===== config.mk =====
export PLATFORM = sky130hd
export DESIGN_NAME = opto_code_synth
export DESIGN_NICKNAME = d
export VERILOG_FILES = /design/src/rtl/opto_pkg.sv /design/src/rtl/opto_deglitch.sv /design/src/rtl/opto_code_synth.sv
export SDC_FILE = /design/constraint.sdc
export NUM_CORES = 1
export LEC_CHECK = 0
export CORE_MARGIN = 5
export CORE_UTILIZATION = 60
export CTS_BUF_LIST = sky130_fd_sc_hd__clkbuf_8
export CTS_CLUSTER_DIAMETER = 60
export DETAILED_ROUTE_END_ITERATION = 6
export GPL_ROUTABILITY_DRIVEN = 0
export PLACE_DENSITY = 0.91
export SETUP_SLACK_MARGIN = 0.1
export SLEW_MARGIN = 10
export SYNTH_ARGS = -nofsm -noshare
export SYNTH_HDL_FRONTEND = slang
export SYNTH_HIERARCHICAL = 1
export SYNTH_SLANG_ARGS = --single-unit

===== constraint.sdc =====
create_clock -name i_clk -period 4.3 [get_ports i_clk]
set_input_delay 0.645 -clock i_clk [delete_from_list [all_inputs] [get_ports i_clk]]
set_output_delay 0.645 -clock i_clk [all_outputs]
set_load 0.02 [all_outputs]

===== src/rtl/opto_pkg.sv =====
// Shared derivations for the opto code synthesiser and the downstream angle-calc block.
package opto_pkg;

  localparam int unsigned IDX_W    = 16;
  localparam int unsigned MIN_UNIT = 2;

  function automatic int unsigned norm_codes(input int unsigned tooth_num,
                                             input int unsigned zero_slots);
    return 2 * (tooth_num - zero_slots);
  endfunction

  function automatic int unsigned def_unit(input int unsigned sec2ns,
                                           input int unsigned clk_period_ns,
                                           input int unsigned motor_freq,
                                           input int unsigned tooth_num);
    return sec2ns / clk_period_ns / motor_freq / (2 * tooth_num);
  endfunction

endpackage


===== src/rtl/opto_deglitch.sv =====
// Stability filter: output follows the input only after DEGLITCH_CYC consecutive differing cycles.
module opto_deglitch #(
  parameter int unsigned DEGLITCH_CYC = 4
) (
  input  logic i_clk,
  input  logic i_rst,
  input  logic i_sig,
  output logic o_sig
);

  localparam int unsigned CntW = (DEGLITCH_CYC > 1) ? $clog2(DEGLITCH_CYC) : 1;

  logic [CntW-1:0] cnt_q, cnt_d;
  logic            sig_q, sig_d;

  always_comb begin
    cnt_d = '0;
    sig_d = sig_q;
    if (i_sig != sig_q) begin
      if (cnt_q == CntW'(DEGLITCH_CYC - 1)) begin
        sig_d = i_sig;
      end else begin
        cnt_d = cnt_q + CntW'(1);
      end
    end
  end

  always_ff @(posedge i_clk) begin
    if (i_rst) begin
      cnt_q <= '0;
      sig_q <= 1'b1;
    end else begin
      cnt_q <= cnt_d;
      sig_q <= sig_d;
    end
  end

  assign o_sig = sig_q;

endmodule


===== src/rtl/opto_code_synth.sv =====
// Encoder opto-switch stage: real code-disk signal or synthesised code train.
// Optional real-path deglitch filter enabled by defining OPTO_DEGLITCH_EN.
module opto_code_synth
  import opto_pkg::*;
#(
  parameter int unsigned SEC2NS_REFVAL = 1_000_000_000,
  parameter int unsigned CLK_PERIOD_NS = 10,
  parameter int unsigned MOTOR_FREQ    = 100,
  parameter int unsigned TOOTH_NUM     = 100,
  parameter int unsigned ZERO_SLOTS    = 2,
  parameter int unsigned CNT_W         = 32,
  parameter int unsigned DEGLITCH_CYC  = 4
) (
  input  logic             i_clk,
  input  logic             i_rst,
  input  logic             i_cal_mode,
  input  logic             i_code_sigin,
  input  logic             i_unit_vld,
  input  logic [CNT_W-1:0] i_unit_cyc,
  output logic             o_opto_switch,
  output logic [IDX_W-1:0] o_code_idx,
  output logic             o_zero_flag,
  output logic             o_rev_pulse,
  output logic             o_cfg_err
);

  localparam int unsigned NormCodes = norm_codes(TOOTH_NUM, ZERO_SLOTS);
  localparam int unsigned LastIdx   = NormCodes + 1;
  localparam int unsigned DefUnit   = def_unit(SEC2NS_REFVAL, CLK_PERIOD_NS, MOTOR_FREQ,
                                               TOOTH_NUM);

  logic [CNT_W-1:0] unit_q, unit_d;
  logic [CNT_W-1:0] pend_q, pend_d;
  logic             pend_vld_q, pend_vld_d;
  logic [CNT_W-1:0] cnt_q, cnt_d;
  logic [IDX_W-1:0] slot_q, slot_d;
  logic [IDX_W-1:0] idx_q, idx_d;
  logic             gen_q, gen_d;
  logic             rev_q, rev_d;
  logic             err_q, err_d;
  logic             opto_q, opto_d;
  logic             sync1_q, sync2_q;
  logic             real_sig;

  logic last_unit, in_zero, code_end, wrap;

  assign last_unit = (cnt_q == unit_q - CNT_W'(1));
  assign in_zero   = (idx_q >= IDX_W'(NormCodes));
  // Zero codes span ZERO_SLOTS unit-passes; slot_q counts the completed passes.
  assign code_end  = last_unit && (!in_zero || (slot_q == IDX_W'(ZERO_SLOTS - 1)));
  assign wrap      = i_cal_mode && code_end && (idx_q == IDX_W'(LastIdx));

`ifdef OPTO_DEGLITCH_EN
  opto_deglitch #(
    .DEGLITCH_CYC(DEGLITCH_CYC)
  ) u_deglitch (
    .i_clk(i_clk),
    .i_rst(i_rst),
    .i_sig(sync2_q),
    .o_sig(real_sig)
  );
`else
  assign real_sig = sync2_q;
`endif

  always_comb begin
    unit_d     = unit_q;
    pend_d     = pend_q;
    pend_vld_d = pend_vld_q;
    cnt_d      = '0;
    slot_d     = '0;
    idx_d      = '0;
    gen_d      = 1'b1;
    rev_d      = 1'b0;

    if (i_cal_mode) begin
      cnt_d  = last_unit ? '0 : cnt_q + CNT_W'(1);
      slot_d = slot_q;
      idx_d  = idx_q;
      gen_d  = gen_q;
      if (code_end) begin
        slot_d = '0;
        gen_d  = ~gen_q;
        idx_d  = wrap ? '0 : idx_q + IDX_W'(1);
      end else if (in_zero && last_unit) begin
        slot_d = slot_q + IDX_W'(1);
      end
      rev_d = wrap;
      if (wrap && pend_vld_q) begin
        unit_d = pend_q;
      end
    end

    // A write landing in the wrap cycle survives the clear and applies at the next wrap.
    err_d = i_unit_vld && (i_unit_cyc < CNT_W'(MIN_UNIT));
    if (i_unit_vld && !err_d) begin
      pend_d     = i_unit_cyc;
      pend_vld_d = 1'b1;
    end else if (wrap) begin
      pend_vld_d = 1'b0;
    end

    opto_d = i_cal_mode ? gen_q : real_sig;
  end

  always_ff @(posedge i_clk) begin
    if (i_rst) begin
      unit_q     <= CNT_W'(DefUnit);
      pend_q     <= '0;
      pend_vld_q <= 1'b0;
      cnt_q      <= '0;
      slot_q     <= '0;
      idx_q      <= '0;
      gen_q      <= 1'b1;
      rev_q      <= 1'b0;
      err_q      <= 1'b0;
      opto_q     <= 1'b1;
      sync1_q    <= 1'b1;
      sync2_q    <= 1'b1;
    end else begin
      unit_q     <= unit_d;
      pend_q     <= pend_d;
      pend_vld_q <= pend_vld_d;
      cnt_q      <= cnt_d;
      slot_q     <= slot_d;
      idx_q      <= idx_d;
      gen_q      <= gen_d;
      rev_q      <= rev_d;
      err_q      <= err_d;
      opto_q     <= opto_d;
      sync1_q    <= i_code_sigin;
      sync2_q    <= sync1_q;
    end
  end

  assign o_opto_switch = opto_q;
  assign o_code_idx    = idx_q;
  assign o_zero_flag   = in_zero;
  assign o_rev_pulse   = rev_q;
  assign o_cfg_err     = err_q;

endmodule


==> results.py <==
metrics = {
    "outcome": {
        "outcome": "finished clean",
    },
    "synth": {
        "yosysMostFrequentCell": "dfxtp_1",
        "async_flop_share_pct": 0,
        "synth-simple-area-share_pct": 28.36,
        "synth_area_leaders": "dfxtp_1 37%, o31ai_1 5.7%, nor2_1 5.3%",
        "synth-edff-count": 0,
        "yosysSeqAreaShare_pct": 36.64,
        "synthesis.nets": 936,
        "synthAdderAreaFrac_pct": 1.187,
        "synthesis.area_um2": 7376,
        "synthMuxAreaShare_pct": 4.885,
        "synth_compound_area_share_pct": 15.79,
        "yosys.area_share.xor_xnor_pct": 8.380,
        "ys_warn_count": 6,
        "synth_top_family_by_area": "simple AND/OR/NAND/NOR gates",
        "synth_flop_cell": "dfxtp_1",
        "synth_top_area_share_pct": 36.64,
        "syn_inst": 892,
        "syn_area_per_cell_um2": 8.269,
        "ys_types": 60,
        "yosysTopAreaCell": "dfxtp_1",
        "yosys_register_bits": 135,
        "ys_top_cells_by_count": "135 x dfxtp_1, 105 x nor2_1, 66 x a21oi_1",
    },
    "power": {
        "clockPowerShare_pct": 42.9,
        "powerDensity_nw_per_um2": 290.7,
        "ir_drop_mv": 0.3458,
        "cellLeakagePower_nw": 2.831,
        "power_frac_comb_pct": 4.5,
        "swShare_pct": 24.47,
        "seq_power_share_pct": 52.6,
        "p_switching_uw": 596.4,
        "p_int_mw": 1.841,
    },
    "timing": {
        "slew_violations": 0,
        "period_share_pct": 91.68,
        "skew_ps": 9.072,
        "hold_violations": 0,
        "slew_headroom_pct": 41.37,
        "setup_viol_count_final": 0,
        "worst_pin_slew_ps": 877.3,
        "rsz0062_at_grt": "false",
        "clock.fmax_mhz": 253.7,
        "min_period_ps": 3942,
        "fin_tns_setup_ps": 0,
    },
    "floorplanning": {
        "core_um2": 12010,
        "fp.dieH_um": 120.9,
        "num_rows": 40,
        "ios": 57,
        "die_x_um": 120.9,
        "die-area_um2": 14610,
        "initial_core_util_pct": 61.41,
    },
    "cts": {
        "root_buffer": "clkbuf_8",
        "clkLatencyLatePin_ps": 460,
        "postCtsHoldBufs": 0,
        "htree_levels": 4,
        "clk_pin_slew_ps": 80,
        "post_cts_resized": 0,
        "cts_setup_buffers": 0,
        "cts_tree": "built",
        "cts_buffer_depth": 2,
        "clkSinkCount": 135,
        "numCtsBuffers": 17,
    },
    "placed_design": {
        "io_buffers": 56,
        "placed_cells": 1047,
        "placed_cell_area_um2": 7995,
        "dp_hpwl_um": 12910,
    },
    "critical_path": {
        "worstPathMaxFanout": 22,
        "max_stage_delay_ps": 620,
        "arrival_ps": 4260,
        "path_cells": "or4_1 -> or4_4 -> a2111oi_4 -> o21ai_2 -> a2111oi_2 -> nand4b_1 -> or3_1 -> buf_4 -> o31ai_1 -> a21oi_1",
        "critPathKind": "reg -> reg",
        "worst_setup_path_start_kind": "register",
        "path_buf_inv": 1,
        "cp-end-kind": "register",
        "critPathSlowestCell": "or4_1",
        "crit_family": "simple AND/OR/NAND/NOR gates",
        "crit_required_ps": 4620,
    },
    "global_route": {
        "grt_pass1_vias": 6454,
        "overflow": 0,
        "grt_max_degree": 72,
        "grtUsageTotal_pct": 26.03,
        "grt_pass1_wl_um": 31420,
        "antenna_found_initial": 0,
    },
    "min_path": {
        "hold_class": "reg -> reg",
    },
    "layout": {
        "nets": 963,
        "n_antenna_cell": 0,
        "postLayoutCoreUtil_pct": 69.79,
        "drive_gt1_share_pct": 7.618,
        "layout-area-overhead-vs-synth_pct": 13.66,
        "final_cell_count_no_fill": 1079,
        "fin_area_um2": 8383,
    },
    "flow_run": {
        "drv_cap": 0,
    },
    "detailed_routing": {
        "ant_nets": 0,
        "drt-pass1-iter-count": 5,
        "wl_per_cell_um": 17.30,
        "post-route-drc-count": 0,
        "drtIter0Drc": 539,
        "vias": 7091,
        "routed_wl_um": 18670,
        "vias_per_cell": 6.572,
    },
}
[layer usage]
layer / routed length, um / GRT usage (%)
met1: 8116 / 35.80
met2: 8651 / 40.57
met3: 1524 / 5.221
met4: 373 / 9.348
met5: 0 / 0
[state kept, by name, summed over array words and instances, names as in the netlist, 16 cells and up]
| signal | cells |
|---|---|
| slot_q | 16 |
| cnt_q | 32 |
| pend_q | 32 |
| o_code_idx | 16 |
| unit_q | 32 |
[metrics by stage]
stage | power (mW) | hold slack, ps | worst slack (ps)
floorplan | 1.363 | 389.5 | 859.2
finish | 2.437 | 419.0 | 357.9
detailed placement | 1.419 | 410.3 | 430.6
CTS | 2.438 | 422.1 | 396.5
global route | 2.520 | 437.9 | 136.2
global placement | 1.414 | 394.2 | 581.3
[area by class of cell]
| type | instances | area [um^2] |
|---|---|---|
| clock buffer | 17 | 234.0 |
| clock inverter | 15 | 153.9 |
| fill | 861 | 3628 |
| inverter | 26 | 97.59 |
| multi-input combinational | 668 | 4343 |
| sequential | 135 | 2703 |
| tap | 147 | 183.9 |
| timing repair buffer | 71 | 668.1 |
[cells in the final DEF, fill, tap and decap left out, drive strengths merged, types with 3 or more instances in the layout]
| cell | count |
|---|---|
| a2111oi | 3 |
| clkdlybuf4s50 | 55 |
| nor2 | 105 |
| o21a | 3 |
| a21oi | 66 |
| o21ai | 19 |
| xnor2 | 39 |
| and4 | 11 |
| clkbuf | 17 |
| clkinvlp | 4 |
| xor2 | 29 |
| o31ai | 56 |
| dfxtp | 135 |
| a211oi | 3 |
| nand2 | 29 |
| and2 | 5 |
| a31oi | 6 |
| or2 | 8 |
| ha | 7 |
| nor3 | 31 |
| buf | 16 |
| nand3 | 31 |
| clkinv | 6 |
| nor4 | 22 |
| or3 | 6 |
| mux2i | 36 |
| nand4 | 60 |
| inv | 29 |
| and3 | 20 |
| nand4b | 5 |
| nor2b | 3 |
| or4 | 36 |
[final timing paths]
check,slack (ps),cells after the start,start,to
min,420,1,sync1_q$_SDFF_PP1_,real_sig$_SDFF_PP1_
max,360,10,unit_q[0]$_SDFFE_PP0P_,unit_q[13]$_SDFFE_PP0P_
min reg2reg,420,1,sync1_q$_SDFF_PP1_,real_sig$_SDFF_PP1_
max reg2reg,360,10,unit_q[0]$_SDFFE_PP0P_,unit_q[13]$_SDFFE_PP0P_
[power by group through the flow]
stage	Clock (mW)	Sequential (mW)	Combinational (mW)
after floorplan	0	1.31	0.0561
after global placement	0	1.31	0.105
after detailed placement	0	1.31	0.108
after CTS	1.05	1.28	0.109
after global routing	1.12	1.28	0.120
final	1.04	1.28	0.110
[worst reg2reg max path: stages, from the launching register on]
cell	delay (ps)
dfxtp_1	380
or4_1	620
or4_4	530
a2111oi_4	430
o21ai_2	130
a2111oi_2	250
nand4b_1	190
or3_1	570
buf_4	290
o31ai_1	300
a21oi_1	120
[kinds of logic after synthesis]
group,Yosys count
DFF,135
buffers and inverters,89
xor gates and xnor gates,69
adders and majority gates,7
muxes,36
and+or+nand+nor,380
AOI/OAI and AO/OA,176
Note: power is estimated with default switching activity, not from simulation.
